**src/rtl/unified_mem_arbiter.sv**
```systemverilog
// Arbitrates one single-port unified memory between the fetch and data sides,
// one transaction at a time, with data priority bounded by a streak limit.
module unified_mem_arbiter #(
    parameter int unsigned ADDR_W        = 32,
    parameter int unsigned DATA_W        = 32,
    parameter int unsigned MAX_DM_STREAK = 4
) (
    input  logic              clk,
    input  logic              arst_n,
    input  logic              if_req,
    input  logic [ADDR_W-1:0] if_addr,
    output logic              if_done,
    output logic [DATA_W-1:0] if_rdata,
    input  logic              dm_req,
    input  logic              dm_we,
    input  logic [ADDR_W-1:0] dm_addr,
    input  logic [DATA_W-1:0] dm_wdata,
    output logic              dm_done,
    output logic [DATA_W-1:0] dm_rdata,
    output logic              mem_req,
    output logic              mem_we,
    output logic [ADDR_W-1:0] mem_addr,
    output logic [DATA_W-1:0] mem_wdata,
    input  logic              mem_ready,
    input  logic              mem_rvalid,
    input  logic [DATA_W-1:0] mem_rdata,
    output logic              stall_if,
    output logic              stall_dm
);
    localparam int unsigned STREAK_W = 4;
    localparam logic [STREAK_W-1:0] STREAK_MAX = STREAK_W'(MAX_DM_STREAK);

    typedef enum logic [1:0] {
        IDLE    = 2'd0,
        ISSUE   = 2'd1,
        WAIT_RD = 2'd2,
        RESP    = 2'd3
    } state_t;

    state_t              state, state_nx;
    logic                owner_dm, owner_dm_nx;
    logic [STREAK_W-1:0] dm_streak, dm_streak_nx;
    logic                mem_req_nx, mem_we_nx;
    logic [ADDR_W-1:0]   mem_addr_nx;
    logic [DATA_W-1:0]   mem_wdata_nx;
    logic                if_done_nx, dm_done_nx;
    logic [DATA_W-1:0]   if_rdata_nx, dm_rdata_nx;
    logic                grant_dm;

    // Stall each requester from request until its done pulse
    assign stall_if = if_req & ~if_done;
    assign stall_dm = dm_req & ~dm_done;

    // Data side wins unless fetch has already waited out the streak limit
    assign grant_dm = dm_req & (~if_req | (dm_streak != STREAK_MAX));

    // State register
    always_ff @(posedge clk or negedge arst_n) begin
        if (!arst_n) begin
            state <= IDLE;
        end else begin
            state <= state_nx;
        end
    end

    // Next-state logic
    always_comb begin
        state_nx = state;
        unique case (state)
            IDLE:    if (if_req | dm_req) state_nx = ISSUE;
            ISSUE:   if (mem_ready)       state_nx = mem_we ? RESP : WAIT_RD;
            WAIT_RD: if (mem_rvalid)      state_nx = RESP;
            RESP:                         state_nx = IDLE;
            default:                      state_nx = IDLE;
        endcase
    end

    // Next values of the registered outputs and latched transaction fields
    always_comb begin
        mem_req_nx   = mem_req;
        mem_we_nx    = mem_we;
        mem_addr_nx  = mem_addr;
        mem_wdata_nx = mem_wdata;
        owner_dm_nx  = owner_dm;
        dm_streak_nx = dm_streak;
        if_rdata_nx  = if_rdata;
        dm_rdata_nx  = dm_rdata;
        if_done_nx   = 1'b0;
        dm_done_nx   = 1'b0;
        unique case (state)
            IDLE: begin
                if (if_req | dm_req) begin
                    owner_dm_nx  = grant_dm;
                    mem_req_nx   = 1'b1;
                    mem_we_nx    = grant_dm & dm_we;
                    mem_addr_nx  = grant_dm ? dm_addr : if_addr;
                    mem_wdata_nx = grant_dm ? dm_wdata : '0;
                    if (!grant_dm || !if_req) begin
                        dm_streak_nx = '0;
                    end else if (dm_streak != STREAK_MAX) begin
                        dm_streak_nx = dm_streak + STREAK_W'(1);
                    end
                end
            end
            ISSUE: begin
                if (mem_ready) begin
                    mem_req_nx = 1'b0;
                    mem_we_nx  = 1'b0;
                    if (mem_we) begin
                        if_done_nx = ~owner_dm;
                        dm_done_nx = owner_dm;
                    end
                end
            end
            WAIT_RD: begin
                if (mem_rvalid) begin
                    if (owner_dm) begin
                        dm_rdata_nx = mem_rdata;
                    end else begin
                        if_rdata_nx = mem_rdata;
                    end
                    if_done_nx = ~owner_dm;
                    dm_done_nx = owner_dm;
                end
            end
            default: ;
        endcase
    end

    // Output and transaction registers
    always_ff @(posedge clk or negedge arst_n) begin
        if (!arst_n) begin
            mem_req   <= 1'b0;
            mem_we    <= 1'b0;
            mem_addr  <= '0;
            mem_wdata <= '0;
            owner_dm  <= 1'b0;
            dm_streak <= '0;
            if_rdata  <= '0;
            dm_rdata  <= '0;
            if_done   <= 1'b0;
            dm_done   <= 1'b0;
        end else begin
            mem_req   <= mem_req_nx;
            mem_we    <= mem_we_nx;
            mem_addr  <= mem_addr_nx;
            mem_wdata <= mem_wdata_nx;
            owner_dm  <= owner_dm_nx;
            dm_streak <= dm_streak_nx;
            if_rdata  <= if_rdata_nx;
            dm_rdata  <= dm_rdata_nx;
            if_done   <= if_done_nx;
            dm_done   <= dm_done_nx;
        end
    end

endmodule

```
**config.mk**
```make
export PLATFORM = sky130hd
export DESIGN_NAME = unified_mem_arbiter
export DESIGN_NICKNAME = d
export VERILOG_FILES = /design/src/rtl/unified_mem_arbiter.sv
export SDC_FILE = /design/constraint.sdc
export NUM_CORES = 1
export LEC_CHECK = 0
export CAP_MARGIN = 20
export CORE_MARGIN = 3
export CORE_UTILIZATION = 35
export DETAILED_ROUTE_END_ITERATION = 10
export PLACE_DENSITY = 0.68
export SETUP_SLACK_MARGIN = 0.05
export SYNTH_ARGS = -nofsm -noshare
export SYNTH_HDL_FRONTEND = slang
export SYNTH_SLANG_ARGS = --single-unit
```
**constraint.sdc**
```tcl
create_clock -name clk -period 1.5 [get_ports clk]
set_input_delay 0.3 -clock clk [delete_from_list [all_inputs] [get_ports clk]]
set_output_delay 0.3 -clock clk [all_outputs]
set_load 0.05 [all_outputs]
```
==> results.tsv, run 1 <==
metric	value	unit
status	finished, violations left	
failing checks	setup timing	
I/O pin count	269	
DRT iter0 DRCs	171	
hpwl dp	13610	um
critical path endpoint category	register	
IO buf count	268	
Final Instance Count excl. Fillers	979	
proportion of layout cells with a drive suffix above 1	0.4561	
critical path arrival	1.92	ns
crit share post-route	1.056	
CTS root buf	clkbuf_16	
Final Cell Area	0.01171	mm^2
n_diodes	0	
Slew Limit Fails	0	
Final Util	0.7215	
DR vias/cell	5.113	
die width	135.9	um
PwrDens	2792	mW/mm^2
dpl cell area	0.01028	mm^2
register area share after synthesis	0.5886	
die area	0.01848	mm^2
H-tree depth	4	
WL final	21080	um
first-pass GRT wire length	30090	um
Warnings, synthesis	0	
final setup margin	-0.08327	ns
Clk Latency, worst-skew pair	0.42	ns
Crit Reg-Reg Startpoint	state[0]	
WP data required	1.84	ns
Initial Utilization	0.3641	
synthesized area per cell	13.19	um^2
crit path time final	1.583	ns
leakage	0.005345	uW
Max-cap violations	0	
total CTS buffers	17	
Reg clk slew, reported paths	0.06	ns
internal reg-to-reg setup slack	-0.08	ns
Max Root-Sink Buffers	2	
Syn Std Cell Area	0.005909	mm^2
first-pass detailed-route iteration total	4	
Slew Limit Headroom	0.5703	
final number of hold-violating endpoints	0	
area grow syn2layout	98.16	%
GP Congestion	0.7680	
vias in the first global route	5599	
core area	0.01623	mm^2
worst-path fanout max	5	
placed cells	918	
Final #Nets	891	
GRT Total Usage	0.2110	
fillcell total	1050	
startpoint types	register	
DR vias	5006	
Post-Synthesis Cells	448	
Remaining DRCs	0	
Crit Path Category	reg -> reg	
antenna viol nets, final	0	
Synth cell types	31	
Reg-to-Reg End	mem_we	
Vert. Die Dim	135.9	um
Setup Skew	0.009301	ns
initial antenna violation count	0	
RSZ-0062 raised after global routing	true	
Max VDD drop	1840	uV
floorplan row count	46	
Worst R2R Path Depth	7	
clock sink total	139	
DR WL/cell	21.53	um
Hold WC Path Type	in -> async	
setup tns final	-0.6997	ns
total gr overflow	0	
CTS tree	built	
fmax	631.6	MHz
largest net degree at the start of global routing	91	
FF+latch count, synth	139	
syn nets	589	
setup violators final	40	
pre-CTS setup slack	-0.3301	ns
Worst Tran Pin Value	0.6445	ns
## cell usage in the layout, fill, tap and decap left out, drive strengths merged
master / n
a2bb2oi: 1
ha: 6
nand2: 66
nor2b: 5
nor2: 7
nand4: 32
bufinv: 2
clkbuf: 23
buf: 177
dfrtp: 139
o21ai: 1
a31o: 1
inv: 10
o21a: 1
o211ai: 32
mux2: 66
nand3: 3
a22o: 32
clkinv: 2
a211o: 1
dlygate4sd3: 1
dlygate4sd2: 2
a21o: 2
and2: 1
a32o: 5
nand4b: 1
and3: 4
clkdlybuf4s50: 131
a211oi: 2
mux2i: 1
clkinvlp: 5
a2111oi: 1
## power breakdown
part           total, uW  internal [uW]  switching, uW
logic              20600          10500          10200
clock network       4250           2530           1720
registers           7790           5630           2160
## worst max-delay path by stage
| stage | from | end | slack (ns) | cells after the start |
|---|---|---|---|---|
| finish | state[0] | mem_we | -0.08 | 7 |
| global route | state[0] | mem_we | -0.11 | 7 |
| CTS | state[0] | state[1] | -0.05 | 5 |
| detailed placement | if_req | mem_wdata[18] | -0.33 | 5 |
| global placement | dm_req | mem_wdata[14] | -0.28 | 5 |
| floorplan | dm_req | stall_dm | -0.02 | 3 |
## per-layer routing
| layer | part of all wire | vias to the layer above | global-route usage |
|---|---|---|---|
| met5 | 0 | - | 0 |
| li1 | - | 2249 | - |
| met4 | 0.018 | 0 | 0.07559 |
| met2 | 0.51 | 228 | 0.3675 |
| met1 | 0.39 | 2506 | 0.2400 |
| met3 | 0.082 | 23 | 0.07402 |
## logic make-up (layout without fill, tap and decap cells)
| kind of cell | Yosys count | after routing | synth area share |
|---|---|---|---|
| AO/OA/AOI/OAI | 79 | 79 | 0.1359 |
| adder cells (fa/ha/maj) | 6 | 6 | 0.01270 |
| buffers and inverters | 41 | 353 | 0.04023 |
| flip-flops | 139 | 139 | 0.5886 |
| multiplexers | 67 | 67 | 0.1275 |
| AND/OR/NAND/NOR | 116 | 119 | 0.09507 |
## through the flow
| stage | hold WS [ns] | total power, uW |
|---|---|---|
| after floorplan | 0.004409 | 16280 |
| after global routing | 0.2281 | 33880 |
| after global placement | 0.07943 | 26060 |
| after detailed placement | 0.08057 | 26530 |
| after CTS | 0.2044 | 31600 |
| final | 0.2207 | 32690 |
## flip-flops by register name, indices dropped and copies added, names as in the netlist
register	cells
if_done	1
mem_req	1
dm_streak	4
mem_addr	32
owner_dm	1
if_rdata	32
state	2
mem_wdata	32
dm_rdata	32
mem_we	1
dm_done	1
## final cells by class
cell class                 instances  area (um^2)  area share
clock buffer                      18        439.2     0.03750
clock inverter                    14        161.4     0.01378
inverter                           5        21.27    0.001816
multi-input combinational        271         2654      0.2266
sequential                       139         3481      0.2973
tap                              216        270.3     0.02308
timing repair buffer             316         4683      0.3999
## cell usage after synthesis, drive strengths merged
| master | number | area, um^2 |
|---|---|---|
| buf | 21 | 162.7 |
| a31o | 1 | 8.760 |
| a2111oi | 1 | 8.760 |
| mux2 | 66 | 743.2 |
| and2 | 1 | 6.260 |
| nand4 | 32 | 200.2 |
| nor2 | 7 | 26.28 |
| ha | 6 | 75.07 |
| a2bb2oi | 1 | 8.760 |
| o21ai | 1 | 8.760 |
| o211ai | 32 | 390.4 |
| a211oi | 2 | 15.01 |
| nand4b | 1 | 23.77 |
| a32o | 5 | 50.05 |
| dfrtp | 139 | 3478 |
| a211o | 1 | 8.760 |
| o21a | 1 | 8.760 |
| a21o | 2 | 15.01 |
| a22o | 32 | 280.3 |
| nor2b | 5 | 31.28 |
| clkbuf | 15 | 56.30 |
| mux2i | 1 | 10.01 |
| nand2 | 66 | 247.7 |
| inv | 5 | 18.76 |
| and3 | 1 | 11.26 |
| nand3 | 3 | 15.01 |
## what timing repair did
| item | CTS | global route |
|---|---|---|
| endpoints found under the setup margin | 139 | 138 |
| buffers inserted | 12 | 5 |
| hold buffers | 1 | 0 |
| resized for setup | 41 | 85 |
| pin swaps | 12 | 36 |
| gates cloned | 3 | 9 |
| endpoints found under the hold margin | 91 | 0 |
## critical path, cell delays in order, from the launching register on
cell	delay (ns)
dfrtp_1	0.41
inv_2	0.12
ha_4	0.17
buf_12	0.12
o21ai_4	0.11
buf_4	0.16
nor2_1	0.20
a32o_1	0.22
Note: power is estimated with default switching activity, not from simulation.
==> inputs of run 2 (changes only) <==
--- a/config.mk
+++ b/config.mk
@@ -11,6 +11,7 @@
 export DETAILED_ROUTE_END_ITERATION = 10
 export PLACE_DENSITY = 0.68
 export SETUP_SLACK_MARGIN = 0.05
+export SKIP_CTS_REPAIR_TIMING = 1
 export SYNTH_ARGS = -nofsm -noshare
 export SYNTH_HDL_FRONTEND = slang
 export SYNTH_SLANG_ARGS = --single-unit
==> results.tsv, run 2 (synthesized netlist as in run 1, its figures left out) <==
metric	value	unit
total gr overflow	0	
total CTS buffers	17	
DRT iter0 DRCs	179	
Max-cap violations	0	
grt met1 use	0.2264	
Reg area	0.003481	mm^2
GRT Total Usage	0.2021	
fillcell total	1053	
leakage	0.005227	uW
RSZ-0062 raised after global routing	true	
CTS root buf	clkbuf_16	
DR vias	4982	
WHS	0.2215	ns
vias in the first global route	5466	
commonest non-fill, non-tap cell in the layout	buf_12	
final setup margin	-0.05769	ns
GRT met2 Usage	0.3545	
pre-CTS setup slack	-0.3301	ns
area grow syn2layout	95.89	%
crit path to	state[1]	
CP startpoint	state[0]	
die width	135.9	um
internal reg-to-reg setup slack	-0.06	ns
status	finished, violations left	
hpwl dp	13610	um
Remaining DRCs	0	
DR vias/cell	5.105	
largest net degree at the start of global routing	91	
Vert. Die Dim	135.9	um
Max VDD drop	1786	uV
DR WL/cell	21.24	um
GR peak layer	met2	
Setup Skew	0.007445	ns
Final #Nets	888	
critical path endpoint category	register	
n_diodes	0	
setup violators final	49	
WL final	20740	um
failing checks	setup timing	
crit share post-route	1.038	
PwrDens	2792	mW/mm^2
Final Util	0.7132	
Hold WC Path Type	in -> async	
Clk Latency, worst-skew pair	0.41	ns
Initial Utilization	0.3641	
WP data required	1.79	ns
Worst R2R Path Depth	5	
Reg clk slew, reported paths	0.06	ns
antenna viol nets, final	0	
startpoint types	register	
proportion of layout cells with a drive suffix above 1	0.4447	
most frequent cells in the layout	144 x buf_12, 137 x dfrtp_1, 131 x clkdlybuf4s50_1	
first-pass detailed-route iteration total	4	
worst-path fanout max	3	
initial antenna violation count	0	
Crit Path Category	reg -> reg	
Crit Reg-Reg Startpoint	state[0]	
I/O pin count	269	
Final Cell Area	0.01158	mm^2
setup tns final	-0.6656	ns
final number of hold-violating endpoints	0	
first-pass GRT wire length	29030	um
CTS tree	built	
Max Root-Sink Buffers	2	
Slew Limit Headroom	0.5783	
clock sink total	139	
H-tree depth	4	
critical path arrival	1.85	ns
floorplan row count	46	
fmax	642.0	MHz
multi-input logic area	0.002571	mm^2
dpl cell area	0.01028	mm^2
die area	0.01848	mm^2
GP Congestion	0.7680	
Slew Limit Fails	0	
core area	0.01623	mm^2
Reg-to-Reg End	state[1]	
IO buf count	268	
met3 Use GR	0.07513	
Worst Tran Pin Value	0.6325	ns
crit path time final	1.558	ns
==> run 2: changes by cell type in the layout (fill, tap and decap cells not counted), moves of 2 or more <==
| cell | delta |
|---|---|
| nand2_1 | +3 |
| mux2_1 | +2 |
| mux2_2 | +13 |
| dlygate4sd2_1 | -2 |
| dlymetal6s2s_1 | +2 |
| buf_4 | -2 |
| mux2_4 | -15 |
| nand2_4 | -3 |
| buf_16 | -2 |
==> run 2: worst min path at each step <==
| stage | startpoint | slack [ns] | end | depth (start not counted) |
|---|---|---|---|---|
| floorplan | arst_n | 0.004 | dm_done | 0 |
| detailed placement | arst_n | 0.08 | dm_rdata[12] | 1 |
| global placement | arst_n | 0.08 | dm_rdata[12] | 1 |
| CTS | arst_n | -0.37 | dm_rdata[12] | 1 |
| finish | arst_n | 0.22 | dm_rdata[12] | 2 |
| global route | arst_n | 0.23 | dm_rdata[12] | 2 |
==> run 2: power breakdown <==
group | internal, uW | total (uW) | switching [uW]
Sequential | 5630 | 7760 | 2130
Combinational | 10200 | 20300 | 10100
Clock | 2530 | 4240 | 1710
Total | 18400 | 32300 | 13900
==> run 2: layer usage <==
metal	wire, um	share of wire
met1	7996	0.39
met5	0	0
met2	10590	0.51
met4	349	0.017
met3	1799	0.087
==> run 2: layout make-up <==
cell class	instances	share of cell area
timing repair buffer	312	0.4003
sequential	139	0.3007
multi-input combinational	272	0.2221
clock buffer	18	0.03794
tap	216	0.02335
clock inverter	14	0.01394
inverter	5	0.001621
==> run 2: per-stage QoR <==
step	power, uW	cells
6_report	32320	976
5_1_grt	33500	976
4_1_cts	30880	950
3_5_place_dp	26530	918
3_3_place_gp	26060	918
2_1_floorplan	16280	448
==> run 2: critical path: stages (launching register included) <==
cell,delay [ns]
dfrtp_1,0.40
buf_6,0.13
ha_2,0.18
nor2b_4,0.14
a211oi_4,0.26
mux2_4,0.33
